`config.mk`:
```
export PLATFORM = sky130hd
export DESIGN_NAME = tl_ul_reg_responder
export DESIGN_NICKNAME = d
export VERILOG_FILES = /design/src/rtl/tl_ul_reg_responder.sv
export SDC_FILE = /design/constraint.sdc
export NUM_CORES = 1
export LEC_CHECK = 0
export BUFFER_PORTS_ARGS = -buffer_cell sky130_fd_sc_hd__buf_2
export CORE_MARGIN = 1
export CORE_UTILIZATION = 58
export DETAILED_ROUTE_END_ITERATION = 6
export PLACE_DENSITY = 0.8
export REMOVE_ABC_BUFFERS = 1
export SLEW_MARGIN = 20
export SYNTH_ARGS = -nofsm -noshare
export SYNTH_HDL_FRONTEND = slang
export SYNTH_SLANG_ARGS = --single-unit
```
`constraint.sdc`:
```
create_clock -name clock -period 2.2 [get_ports clock]
set_input_delay 0.33 -clock clock [delete_from_list [all_inputs] [get_ports clock]]
set_output_delay 0.33 -clock clock [all_outputs]
set_load 0.005 [all_outputs]
```
`src/rtl/tl_ul_reg_responder.sv`:
```
// TileLink-UL register-bank endpoint: one-deep D-channel response buffer,
// single-cycle response latency, full throughput while d_ready stays high.
module tl_ul_reg_responder #(
  parameter int NREGS    = 4,
  parameter int DATA_W   = 32,
  parameter int ADDR_W   = 6,
  parameter int SOURCE_W = 2
) (
  input  logic                clock,
  input  logic                reset,
  input  logic                a_valid,
  output logic                a_ready,
  input  logic [2:0]          a_opcode,
  input  logic [2:0]          a_param,
  input  logic [2:0]          a_size,
  input  logic [SOURCE_W-1:0] a_source,
  input  logic [ADDR_W-1:0]   a_address,
  input  logic [3:0]          a_mask,
  input  logic [DATA_W-1:0]   a_data,
  output logic                d_valid,
  input  logic                d_ready,
  output logic [2:0]          d_opcode,
  output logic [1:0]          d_param,
  output logic [2:0]          d_size,
  output logic [SOURCE_W-1:0] d_source,
  output logic                d_denied,
  output logic                d_corrupt,
  output logic [DATA_W-1:0]   d_data
);

  localparam int              IDX_W      = $clog2(NREGS);
  localparam logic [ADDR_W:0] ADDR_LIMIT = (ADDR_W+1)'(NREGS * 4);

  localparam logic [2:0] A_PUT_FULL    = 3'd0;
  localparam logic [2:0] A_PUT_PARTIAL = 3'd1;
  localparam logic [2:0] A_ARITHMETIC  = 3'd2;
  localparam logic [2:0] A_LOGICAL     = 3'd3;
  localparam logic [2:0] A_GET         = 3'd4;
  localparam logic [2:0] A_INTENT      = 3'd5;

  localparam logic [2:0] D_ACCESS_ACK      = 3'd0;
  localparam logic [2:0] D_ACCESS_ACK_DATA = 3'd1;
  localparam logic [2:0] D_HINT_ACK        = 3'd2;

  // Byte lanes a PutFull of this size at this lane offset must enable.
  function automatic logic [3:0] size_mask(input logic [2:0] size, input logic [1:0] lane);
    logic [3:0] m;
    case (size)
      3'd0:    m = 4'b0001 << lane;
      3'd1:    m = 4'b0011 << {lane[1], 1'b0};
      3'd2:    m = 4'b1111;
      default: m = 4'b0000;
    endcase
    return m;
  endfunction

  function automatic logic misaligned(input logic [2:0] size, input logic [1:0] lane);
    logic bad;
    case (size)
      3'd0:    bad = 1'b0;
      3'd1:    bad = lane[0];
      3'd2:    bad = (lane != 2'b00);
      default: bad = 1'b1;
    endcase
    return bad;
  endfunction

  function automatic logic [DATA_W-1:0] merge_bytes(input logic [DATA_W-1:0] old_w,
                                                    input logic [DATA_W-1:0] new_w,
                                                    input logic [3:0]        mask);
    logic [DATA_W-1:0] r;
    r = old_w;
    for (int i = 0; i < 4; i++) begin
      if (mask[i]) begin
        r[8*i +: 8] = new_w[8*i +: 8];
      end else begin
        r[8*i +: 8] = old_w[8*i +: 8];
      end
    end
    return r;
  endfunction

  logic [DATA_W-1:0]   regs_q [NREGS];
  logic [DATA_W-1:0]   regs_d [NREGS];

  logic                d_valid_q,   d_valid_d;
  logic [2:0]          d_opcode_q,  d_opcode_d;
  logic [2:0]          d_size_q,    d_size_d;
  logic [SOURCE_W-1:0] d_source_q,  d_source_d;
  logic                d_denied_q,  d_denied_d;
  logic                d_corrupt_q, d_corrupt_d;
  logic [DATA_W-1:0]   d_data_q,    d_data_d;

  logic [IDX_W-1:0]    idx_s;
  logic [1:0]          lane_s;
  logic                err_s;
  logic                full_mask_ok_s;
  logic                a_fire_s;
  logic                d_fire_s;
  logic                wr_en_s;
  logic [2:0]          rsp_opcode_s;
  logic                rsp_denied_s;
  logic                rsp_corrupt_s;
  logic [DATA_W-1:0]   rsp_data_s;

  assign a_ready  = !d_valid_q || d_ready;
  assign a_fire_s = a_valid && a_ready;
  assign d_fire_s = d_valid_q && d_ready;

  // Address/size/param decode shared by every opcode.
  always_comb begin
    idx_s          = a_address[IDX_W+1:2];
    lane_s         = a_address[1:0];
    err_s          = ({1'b0, a_address} >= ADDR_LIMIT) || (a_size > 3'd2) ||
                     misaligned(a_size, lane_s) || (a_param != 3'd0);
    full_mask_ok_s = (a_mask == size_mask(a_size, lane_s));
  end

  // Response contents and write enable for the request on the A channel.
  always_comb begin
    rsp_opcode_s  = D_ACCESS_ACK;
    rsp_denied_s  = 1'b0;
    rsp_corrupt_s = 1'b0;
    rsp_data_s    = '0;
    wr_en_s       = 1'b0;
    case (a_opcode)
      A_GET: begin
        rsp_opcode_s = D_ACCESS_ACK_DATA;
        if (err_s) begin
          rsp_denied_s  = 1'b1;
          rsp_corrupt_s = 1'b1;
        end else begin
          rsp_data_s = regs_q[idx_s];
        end
      end
      A_PUT_FULL: begin
        if (err_s || !full_mask_ok_s) begin
          rsp_denied_s = 1'b1;
        end else begin
          wr_en_s = 1'b1;
        end
      end
      A_PUT_PARTIAL: begin
        if (err_s) begin
          rsp_denied_s = 1'b1;
        end else begin
          wr_en_s = 1'b1;
        end
      end
      A_ARITHMETIC, A_LOGICAL: begin
        rsp_opcode_s  = D_ACCESS_ACK_DATA;
        rsp_denied_s  = 1'b1;
        rsp_corrupt_s = 1'b1;
      end
      A_INTENT: begin
        rsp_opcode_s = D_HINT_ACK;
      end
      default: begin
        rsp_denied_s = 1'b1;
      end
    endcase
  end

  // Byte-lane register update on an accepted, error-free Put.
  always_comb begin
    regs_d = regs_q;
    if (a_fire_s && wr_en_s) begin
      regs_d[idx_s] = merge_bytes(regs_q[idx_s], a_data, a_mask);
    end else begin
      regs_d = regs_q;
    end
  end

  // D buffer: reload on A-fire (even when draining), empty on a lone D-fire.
  always_comb begin
    d_valid_d   = d_valid_q;
    d_opcode_d  = d_opcode_q;
    d_size_d    = d_size_q;
    d_source_d  = d_source_q;
    d_denied_d  = d_denied_q;
    d_corrupt_d = d_corrupt_q;
    d_data_d    = d_data_q;
    if (a_fire_s) begin
      d_valid_d   = 1'b1;
      d_opcode_d  = rsp_opcode_s;
      d_size_d    = a_size;
      d_source_d  = a_source;
      d_denied_d  = rsp_denied_s;
      d_corrupt_d = rsp_corrupt_s;
      d_data_d    = rsp_data_s;
    end else if (d_fire_s) begin
      d_valid_d = 1'b0;
    end else begin
      d_valid_d = d_valid_q;
    end
  end

  // State registers.
  always_ff @(posedge clock or negedge reset) begin
    if (!reset) begin
      regs_q      <= '{default: '0};
      d_valid_q   <= 1'b0;
      d_opcode_q  <= 3'd0;
      d_size_q    <= 3'd0;
      d_source_q  <= '0;
      d_denied_q  <= 1'b0;
      d_corrupt_q <= 1'b0;
      d_data_q    <= '0;
    end else begin
      regs_q      <= regs_d;
      d_valid_q   <= d_valid_d;
      d_opcode_q  <= d_opcode_d;
      d_size_q    <= d_size_d;
      d_source_q  <= d_source_d;
      d_denied_q  <= d_denied_d;
      d_corrupt_q <= d_corrupt_d;
      d_data_q    <= d_data_d;
    end
  end

  assign d_valid   = d_valid_q;
  assign d_opcode  = d_opcode_q;
  assign d_param   = 2'b00;
  assign d_size    = d_size_q;
  assign d_source  = d_source_q;
  assign d_denied  = d_denied_q;
  assign d_corrupt = d_corrupt_q;
  assign d_data    = d_data_q;

endmodule

```
# After elaboration in Yosys (flattened, before gate mapping)

Index checks and enable logic that the tools add are counted.

Logic and storage cells: 73
Flip-flop bits (word level): 171

Reduce and logical (&&, ||, !) cells: 19
Bitwise operators: 1
Magnitude comparators: 4
Equal/unequal tests: 8
Shift-type cells: 2
Muxes and demuxes: 28

Operators by type and width:

| cell                | count |
|---|---|
| $mux 32             | 5 |
| $bwmux 128          | 1 |
| $bmux 32 s2         | 1 |
| $demux 32 s2        | 1 |
| $mux 8              | 8 |
| $pmux 4 s3          | 1 |
| $eq 3x2->1 const B  | 3 |
| $eq 3x1->1 const B  | 2 |
| $eq 3x3->1 const B  | 2 |
| $ge 6x5->1 const B  | 1 |
| $logic_not 3->1     | 2 |
| $mux 1              | 6 |
| $pmux 1 s3          | 2 |
| $logic_or 1x1->1    | 5 |
| $eq 4x4->1          | 1 |
| $logic_and 1x1->1   | 4 |
| $pmux 1 s2          | 2 |
| $pmux 2 s2          | 1 |
| $reduce_bool 2->1   | 2 |
| $reduce_or 2->1     | 2 |
| $shl 1x2->4 const A | 1 |
| $shl 2x2->4 const A | 1 |
| $ge 3x3->1 const B  | 1 |
| $gt 3x2->1 const B  | 1 |
| other kinds (5)     | 6 |

# Depth between registers and ports, before layout

Gate-level depths: netlist of run 1.

Word-level depth: 10
Gate-level depth with buffers: 9

# Worst setup path after synthesis of run 1

Ideal clock, no wire load.

Path type: input -> register
Start: input port a_address[2]
End: register regs_q[0] (netlist name)
Setup slack: -0.143 ns
Buffers on the path: 2
Cell stages on the path: 6
Data required time: 2.055 ns
Setup time: 0.145 ns
Arrival time: 2.198 ns
Path through: buf_2 buf_1 mux4_2 and2_1 a211oi_1 a2bb2oi_1

Cells in the longest elaborated chain, start to end: 8
Elaborated cells on any way between the ends: 21
Classes of those cells: 3 x order compare; 11 x mux; 1 x bitwise; 6 x reduce/logical

Ends and longest elaborated chain:

| item                           | RTL line | source |
|---|---|---|
| start, declared                | 17       | `input logic [ADDR_W-1:0] a_address,` |
| $ge 6x5->1                     | 114      | `err_s = ({1'b0, a_address} >= ADDR_LIMIT) \|\| (a_size > 3'd2) \|\|` |
| $logic_or 1x1->1 (2 in series) | 114      |  |
| $logic_or 1x1->1               | 115      | `misaligned(a_size, lane_s) \|\| (a_param != 3'd0);` |
| $logic_or 1x1->1               | 137      | `if (err_s \|\| !full_mask_ok_s) begin` |
| $mux 1                         | 137      |  |
| $pmux 1 s2                     | 126      | `case (a_opcode)` |
| $logic_and 1x1->1              | 167      | `if (a_fire_s && wr_en_s) begin` |
| end signal, assigned           | 210      | `regs_q <= regs_d;` |
| end, declared                  | 83       | `logic [DATA_W-1:0] regs_q [NREGS];` |

Parallel ways exist; a longest one is shown, timed or not. The select of a mux whose other input is x is not followed.
A chain may end at the register's enable or synchronous reset.

# Worst setup path in the final report of run 1

Start: input port a_size[2]
End: register regs_q[50] (netlist name)

Cells in the longest elaborated chain, start to end: 8
Elaborated cells on any way between the ends: 16
Classes of those cells: 1 x order compare; 3 x eq/ne; 5 x mux; 7 x reduce/logical

Ends and longest elaborated chain:

| item                                                | RTL line | source |
|---|---|---|
| start, declared                                     | 15       | `input logic [2:0] a_size,` |
| $eq 3x2->1 (tied with other cells)                  | 48, 59   |  |
| $pmux 4 s3 (tied with other cells)                  | 48       | `case (size)` |
| $eq 4x4->1 or $logic_or 1x1->1 (tied branches)      | 116, 114 |  |
| $logic_not 1->1 or $logic_or 1x1->1 (tied branches) | 137, 115 |  |
| $logic_or 1x1->1                                    | 137      |  |
| $mux 1                                              | 137      |  |
| $pmux 1 s2 (*)                                      | 126      |  |
| $logic_and 1x1->1 (*)                               | 167      |  |

Every way passes the cells marked *; elsewhere a longest branch is shown, timed or not.

==> summary.md, run 1 <==
| Metric | Value |
|---|---|
| Psw | 0.00152 W |
| Syn. warnings | 0 |
| Number of antenna violations at the first check in global routing | 0 |
| Status | finished clean |
| Leak Pwr | around 4.5 nW |
| CP Capture Type | flop |
| Sequential area share after synthesis | 0.555 |
| Routed via count | approximately 5900 |
| Design Area, Final | between 9000 and 10000 um^2 |
| Final #Nets | between 700 and 800 |
| CP Max Fanout | 32 |
| Tcrit/Tclk final | 0.944 |
| Seq cells post-synth | 170 |
| H-tree depth | 4 |
| Synth area leaders | dfrtp_1 56%, a2bb2oi_1 15%, mux4_2 9.4% |
| Syn Inst Count | 552 |
| Type of the worst min-delay path | in2reg |
| Initial core utilization | 0.600 |
| PwrDens | 707 nW/um^2 |
| CTS tree | done |
| Inserted Clock Buffers | 17 |
| Share of the synthesized area in the top cell type | 0.555 |
| Most frequent cell after synthesis | dfrtp_1 |
| Largest net degree at the start of global routing | 48 |
| Final setup vio count | 0 |
| Top FF cell, synth | dfrtp_1 |
| IO Port Bufs | 99 |
| Mapped Area | between 7000 and 8000 um^2 |
| Ant. Diodes | 0 |
| Vias/cell | 6.72 |
| Synth cell count leaders | 170 x dfrtp_1, 127 x a2bb2oi_1, 34 x a211oi_1, 32 x a22o_1, 32 x mux4_2 |
| Synthesis-to-layout area growth | 23.6% |
| Clk sinks | 170 |
| Share of cells above drive strength 1 | 0.360 |
| Measured slew at the worst slew-check pin | around 0.53 ns |
| Fillcell total | between 700 and 800 |
| Min cycle time layout | ~2.1 ns |
| Vias in the first global route | ~5900 |
| Relative slew slack | 0.647 |
| Sw Share | 0.226 |
| Max-cap violations | 0 |
| Clock Root Buffer | clkbuf_16 |
| Longest Clk Path Bufs | 2 |
| Mean Syn Cell Area | approximately 14 um^2 |
| Cell-internal power | slightly above 0.005 W |
| Fraction of registers with async set/reset | 1.00 |
| Worst-Skew Late Latency | 0.44 ns |
| DP Wirelength | 12500 um |
| Total gr overflow | 0 |
| Final core utilization | 0.741 |
| Global placement routability congestion | 0.825 |
| Clk pwr share | 0.460 |
| CP Data Arrival Time | approximately 2.4 ns |
| Wire length per cell | 22.8 um |
| Core area | 12800 um^2 |
| Crit path kind | in2reg |
| FP Rows | 41 |
| Crit start category | input port |
| Sequential group share of total power | 0.475 |
| Required @ worst endpoint | 2.54 ns |
| Die area | 13700 um^2 |
| Post-synth EDFFs | 0 |
| Reg2reg end | regs_q[50]$_DFFE_PN0P_ |
| ANT nets after route | 0 |
| Die Width | between 100 and 150 um |
| Clock transition at the registers of the reported paths | 0.06 ns |
| Post-synth cell types | 40 |
| R2R Path Start | d_valid$_DFFE_PN0P_ |
| Biggest area consumer among synthesized cells | dfrtp_1 |
| DRT iter0 DRCs | 630 |
| First-pass GRT wire length | 31400 um |
| Chip height | 117 um |
| Peak VDD IR | between 0.4 and 0.5 mV |
| Drt drc | 0 |
| Crit path capture | regs_q[50]$_DFFE_PN0P_ |
| Comb pwr share | 0.066 |
| Crit. Startpoint | a_size[2] |
| Clock Skews | 0.00717 ns |
| Drt pass-1 iters | 7 |
| Gr usage total | 0.314 |
| R2r worst-path depth | 6 |
| Peak Freq | 481 MHz |
| RSZ-0062 raised after global routing | no |
| I/O pin count | 103 |
| Routed wire length | ~20000 um |
| Fin. max-slew vios | 0 |
| Overall power | 0.00669 W |
| Reg-to-reg setup timing slack | 0.26 ns |
| DP Area | 8840 um^2 |
| Final hold viol count | 0 |
-- layer usage --
layer | vias to the layer above | GRT usage | share of wire
met1 | 3055 | 0.421 | 0.42
met2 | 318 | 0.505 | 0.48
met5 | - | 0 | 0
li1 | 2455 | - | -
met3 | 48 | 0.0602 | 0.070
met4 | 0 | 0.137 | 0.025
-- worst max-delay path: stages --
cell and delay, ns:
buf_2 0.10, or4_1 0.53, nor3_2 0.12, o21ai_1 0.10, or2_4 0.32, nor4_4 0.39, buf_12 0.25, a2bb2oi_1 0.24
-- state kept, by name, summed over array words and instances (netlist names) --
| signal | flops |
|---|---|
| regs_q | 128 |
| d_data | 32 |
| d_opcode | 2 |
| d_corrupt | 1 |
| d_size | 3 |
| d_denied | 1 |
| d_valid | 1 |
| d_source | 2 |
-- final cells by class --
type	count	area (um^2)	area share
clock inverter	11	145	0.0153
clock buffer	21	460	0.0486
multi-input combinational	327	3120	0.329
timing repair buffer	171	1260	0.134
inverter	3	11.3	0.00119
tap	172	215	0.0227
sequential	170	4250	0.449
-- repair_timing --
action | in CTS | in global routing
gates resized for setup | 0 | 4
endpoints found under the setup margin | 0 | 56
hold endpoints to repair | 43 | 0
hold buffers | 1 | 0
buffers inserted | 0 | 0
-- layout by cell type (no fill, tap or decap), types with 3 or more instances in the layout --
master      instances
nand2b_1            4
a22o_1             32
nor4_4              4
conb_1              3
nor3_2              5
inv_1               3
nor3_1              3
nand2_1             7
nor2b_1            25
clkbuf_16          17
nor2_1              4
a211oi_1           33
buf_6               3
a2bb2oi_1         127
buf_2              98
dfrtp_1           170
clkinvlp_4          3
a21oi_1             8
mux4_2             32
clkinv_2            3
o21ai_0             6
and2_1              8
mux2_2              4
bufinv_16           3
buf_12             17
buf_4              52
-- how the worst min path moves through the flow --
stage | from | endpoint | depth (start not counted) | slack (ns)
3_3_place_gp | reset | regs_q[102]$_DFFE_PN0P_ | 1 | 0.28
2_1_floorplan | reset | d_corrupt$_DFFE_PN0P_ | 0 | 0.03
3_5_place_dp | reset | regs_q[0]$_DFFE_PN0P_ | 1 | 0.29
6_report | a_source[0] | d_source[0]$_DFFE_PN0P_ | 2 | 0.13
4_1_cts | a_source[0] | d_source[0]$_DFFE_PN0P_ | 2 | 0.13
5_1_grt | a_source[0] | d_source[0]$_DFFE_PN0P_ | 2 | 0.14
-- metrics by stage --
stage | hold WS [ns] | setup TNS [ns] | setup WS (ns) | std cells
global route | 0.142 | 0 | 0.0224 | 875
finish | 0.133 | 0 | 0.123 | 875
global placement | 0.284 | -34.30 | -0.367 | 842
floorplan | 0.0344 | -233.90 | -1.75 | 500
CTS | 0.129 | 0 | 0.0147 | 875
detailed placement | 0.293 | -42.41 | -0.406 | 842
-- power by group through the flow --
stage / logic [W] / clock network (W) / registers [W]
global placement: 0.000420 / 0 / 0.00323
finish: 0.000439 / 0.00308 / 0.00318
CTS: 0.000442 / 0.00309 / 0.00318
detailed placement: 0.000437 / 0 / 0.00324
global route: 0.000479 / 0.00320 / 0.00318
floorplan: 0.000130 / 0 / 0.00324
-- cells by family after synthesis --
| family | after synthesis | share of synthesized area |
|---|---|---|
| buffers and inverters | 57 | 0.0433 |
| flip-flops | 170 | 0.555 |
| AO/OA/AOI/OAI | 215 | 0.237 |
| other | 1 | 0.000489 |
| multiplexers | 38 | 0.103 |
| AND/OR/NAND/NOR | 71 | 0.0616 |
Power figures use the tool's default switching activity.
==> inputs of run 2 (changes only) <==
--- a/config.mk
+++ b/config.mk
@@ -8,6 +8,7 @@
 export BUFFER_PORTS_ARGS = -buffer_cell sky130_fd_sc_hd__buf_2
 export CORE_MARGIN = 1
 export CORE_UTILIZATION = 58
+export CTS_CLUSTER_SIZE = 16
 export DETAILED_ROUTE_END_ITERATION = 6
 export PLACE_DENSITY = 0.8
 export REMOVE_ABC_BUFFERS = 1
==> constraint.sdc (replaced) <==
create_clock -name clock -period 2.2 [get_ports clock]
set_input_delay 0.44 -clock clock [delete_from_list [all_inputs] [get_ports clock]]
set_output_delay 0.44 -clock clock [all_outputs]
set_load 0.005 [all_outputs]
==> run 2 against run 1 <==
  * Final area grew 2.2%
  * Sequential share of layout area fell by 0.98 points
  * Wire length grew 8.4%
  * Die area did not move
  * Setup slack lost 0.10 ns
  * Via count grew 2.5%
  * Sequential power is essentially flat
  * Combinational power up 3%
  * Clock skew is 0.0025 ns higher
  * Cell count is 1.8% higher
  * Clock power about the same
  * Critical path type unchanged
==> summary.md, run 2 (synthesis gave the netlist of run 1 again) <==
| Metric | Value |
|---|---|
| Status | finished clean (unchanged) |
| Crit-path slowest cell | or4_1 (unchanged) |
| DRT iter0 DRCs | 602 (was 630) |
| I/O pin count | 103 (unchanged) |
| Crit-path leading delay family | simple AND/OR/NAND/NOR gates (unchanged) |
| Slowest stage delay, CP | 0.53 ns (about the same) |
| Total gr overflow | 0 (unchanged) |
| CP Capture Type | flop (unchanged) |
| Share of cells above drive strength 1 | 0.389 (was 0.360) |
| Measured slew at the worst slew-check pin | 0.542 ns (was 0.530 ns) |
| Final setup vio count | 0 (unchanged) |
| Worst hold start | a_source[0] (unchanged) |
| Clock transition at the registers of the reported paths | 0.06 ns (about the same) |
| Final hold viol count | 0 (unchanged) |
| Required @ worst endpoint | 2.51 ns (was 2.54 ns) |
| CP most frequent cell | buf_4 |
| Clock Root Buffer | clkbuf_16 (unchanged) |
| Vias in the first global route | 5940 (was 5898) |
| H-tree depth | 4 (unchanged) |
| Critical path, cell by cell | buf_2 -> or4_1 -> nor3_2 -> o21ai_1 -> or2_4 -> buf_4 -> a211oi_1 -> buf_4 -> a2bb2oi_1 (was buf_2 -> or4_1 -> nor3_2 -> o21ai_1 -> or2_4 -> nor4_4 -> buf_12 -> a2bb2oi_1) |
| Core area | 12800 um^2 (unchanged) |
| Most frequent cells in the layout | 170 x dfrtp_1, 126 x a2bb2oi_1, 99 x buf_2, 60 x buf_4 (was 170 x dfrtp_1, 127 x a2bb2oi_1, 98 x buf_2, 52 x buf_4, 33 x a211oi_1) |
| RSZ-0062 raised after global routing | yes (was no) |
| Vias/cell | 6.76 (was 6.72) |
| Fin. max-slew vios | 0 (unchanged) |
| Non-filler instance count after layout | 891 (was 875) |
| Relative slew slack | 0.639 (was 0.647) |
| Die area | 13700 um^2 (unchanged) |
| Die Width | 117 um (unchanged) |
| Final core utilization | 0.758 (was 0.741) |
| ANT nets after route | 0 (unchanged) |
| Crit. Startpoint | a_size[2] (unchanged) |
| Chip height | 117 um (unchanged) |
| Design Area, Final | 9680 um^2 (was 9470 um^2) |
| Final #Nets | 764 (was 747) |
| Routed wire length | 21700 um (was 20000 um) |
| Peak VDD IR | 0.490 mV (was 0.460 mV) |
| Crit path kind | in2reg (unchanged) |
| Tcrit/Tclk final | 0.991 (was 0.944) |
| Type of the worst min-delay path | in2reg (unchanged) |
| CTS tree | done (unchanged) |
| Routed via count | 6020 (was 5876) |
| DP Area | 8870 um^2 (was 8840 um^2) |
| Worst-Skew Late Latency | 0.44 ns (about the same) |
| Gr usage total | 0.322 (was 0.314) |
| Clock Skews | 0.00971 ns (was 0.00717 ns) |
| Number of antenna violations at the first check in global routing | 0 (unchanged) |
| Drt pass-1 iters | 5 (was 7) |
| Inserted Clock Buffers | 17 (unchanged) |
| Max-cap violations | 0 (unchanged) |
| R2R Path Start | d_valid$_DFFE_PN0P_ (unchanged) |
| Peak Freq | 459 MHz (was 481 MHz) |
| Leak Pwr | 4.59 nW (was 4.47 nW) |
| DP Wirelength | 12600 um (was 12500 um) |
| PwrDens | 692 nW/um^2 (was 707 nW/um^2) |
| CP Data Arrival Time | 2.49 ns (was 2.42 ns) |
| Overall power | 0.00670 W (was 0.00669 W) |
| Fillcell total | 747 (was 792) |
| Drt drc | 0 (unchanged) |
| Wire length per cell | 24.3 um (was 22.8 um) |
| Ant. Diodes | 0 (unchanged) |
| Min cycle time layout | 2.18 ns (was 2.08 ns) |
| First-pass GRT wire length | 32200 um (was 31400 um) |
| Largest register by flop count | regs_q (unchanged) |
| FP Rows | 41 (unchanged) |
| Inst Count DP | 847 (was 842) |
| Initial core utilization | 0.600 (unchanged) |
| Longest Clk Path Bufs | 2 (unchanged) |
| Clk sinks | 170 (unchanged) |
| Global placement routability congestion | 0.829 (was 0.825) |
| CP Buf/Inv Count | 3 (was 2) |
| Crit start category | input port (unchanged) |
| IO Port Bufs | 99 (unchanged) |
| CP Max Fanout | 10 (was 32) |
| Synthesis-to-layout area growth | 26.3% (was 23.6%) |
| Flip-flop count of the largest register after layout | 128 (unchanged) |
| Largest net degree at the start of global routing | 49 (was 48) |
| Commonest non-fill, non-tap cell in the layout | dfrtp_1 (unchanged) |
-- run 2: layer usage --
layer	global-route usage	part of all wire	routed length (um)
met5	0	0	0
met4	0.128	0.028	617
met3	0.0664	0.086	1860
met2	0.518	0.49	10600
met1	0.434	0.39	8550
-- run 2: final timing paths --
| check | endpoint | slack (ns) | cells past startpoint |
|---|---|---|---|
| worst max-delay path | regs_q[17]$_DFFE_PN0P_ | 0.02 | 9 |
| worst min-delay path | d_source[0]$_DFFE_PN0P_ | 0.24 | 2 |
| worst max register to register | regs_q[17]$_DFFE_PN0P_ | 0.28 | 7 |
| worst min register to register | d_corrupt$_DFFE_PN0P_ | 0.48 | 2 |
| max in group asynchronous | d_data[29]$_DFFE_PN0P_ | 1.06 | 3 |
| min in group asynchronous | d_source[1]$_DFFE_PN0P_ | 0.50 | 2 |
-- run 2: per-stage QoR --
step | hold slack [ns] | worst slack [ns] | setup TNS, ns
2_1_floorplan | 0.144 | -1.86 | -248.30
3_3_place_gp | 0.391 | -0.428 | -50.83
3_5_place_dp | 0.399 | -0.511 | -63.29
4_1_cts | 0.243 | 0.0588 | 0
5_1_grt | 0.248 | -0.0809 | -1.61
6_report | 0.243 | 0.0208 | 0
-- run 2: final cells by class --
| class | instances | area, um^2 | share of cell area |
|---|---|---|---|
| flip-flops and latches | 170 | 4250 | 0.440 |
| repair buffers | 188 | 1430 | 0.148 |
| multi-input cells | 327 | 3170 | 0.328 |
| clock inverters | 9 | 120 | 0.0124 |
| well taps | 172 | 215 | 0.0222 |
| clock buffers | 22 | 474 | 0.0490 |
| inverters | 3 | 11.3 | 0.00116 |
-- run 2: power by group --
group | internal, W | total (W) | switching [W]
Sequential | 0.00316 | 0.00318 | 0.0000182
Combinational | 0.000183 | 0.000454 | 0.000270
Clock | 0.00186 | 0.00306 | 0.00121
-- run 2: what timing repair did --
| item | CTS | global route |
|---|---|---|
| resized for setup | 4 | 23 |
| hold endpoints to repair | 40 | 0 |
| setup buffers | 0 | 6 |
| hold buffers | 1 | 0 |
| pin swaps | 0 | 4 |
| endpoints found under the setup margin | 78 | 105 |
| gates cloned | 0 | 6 |
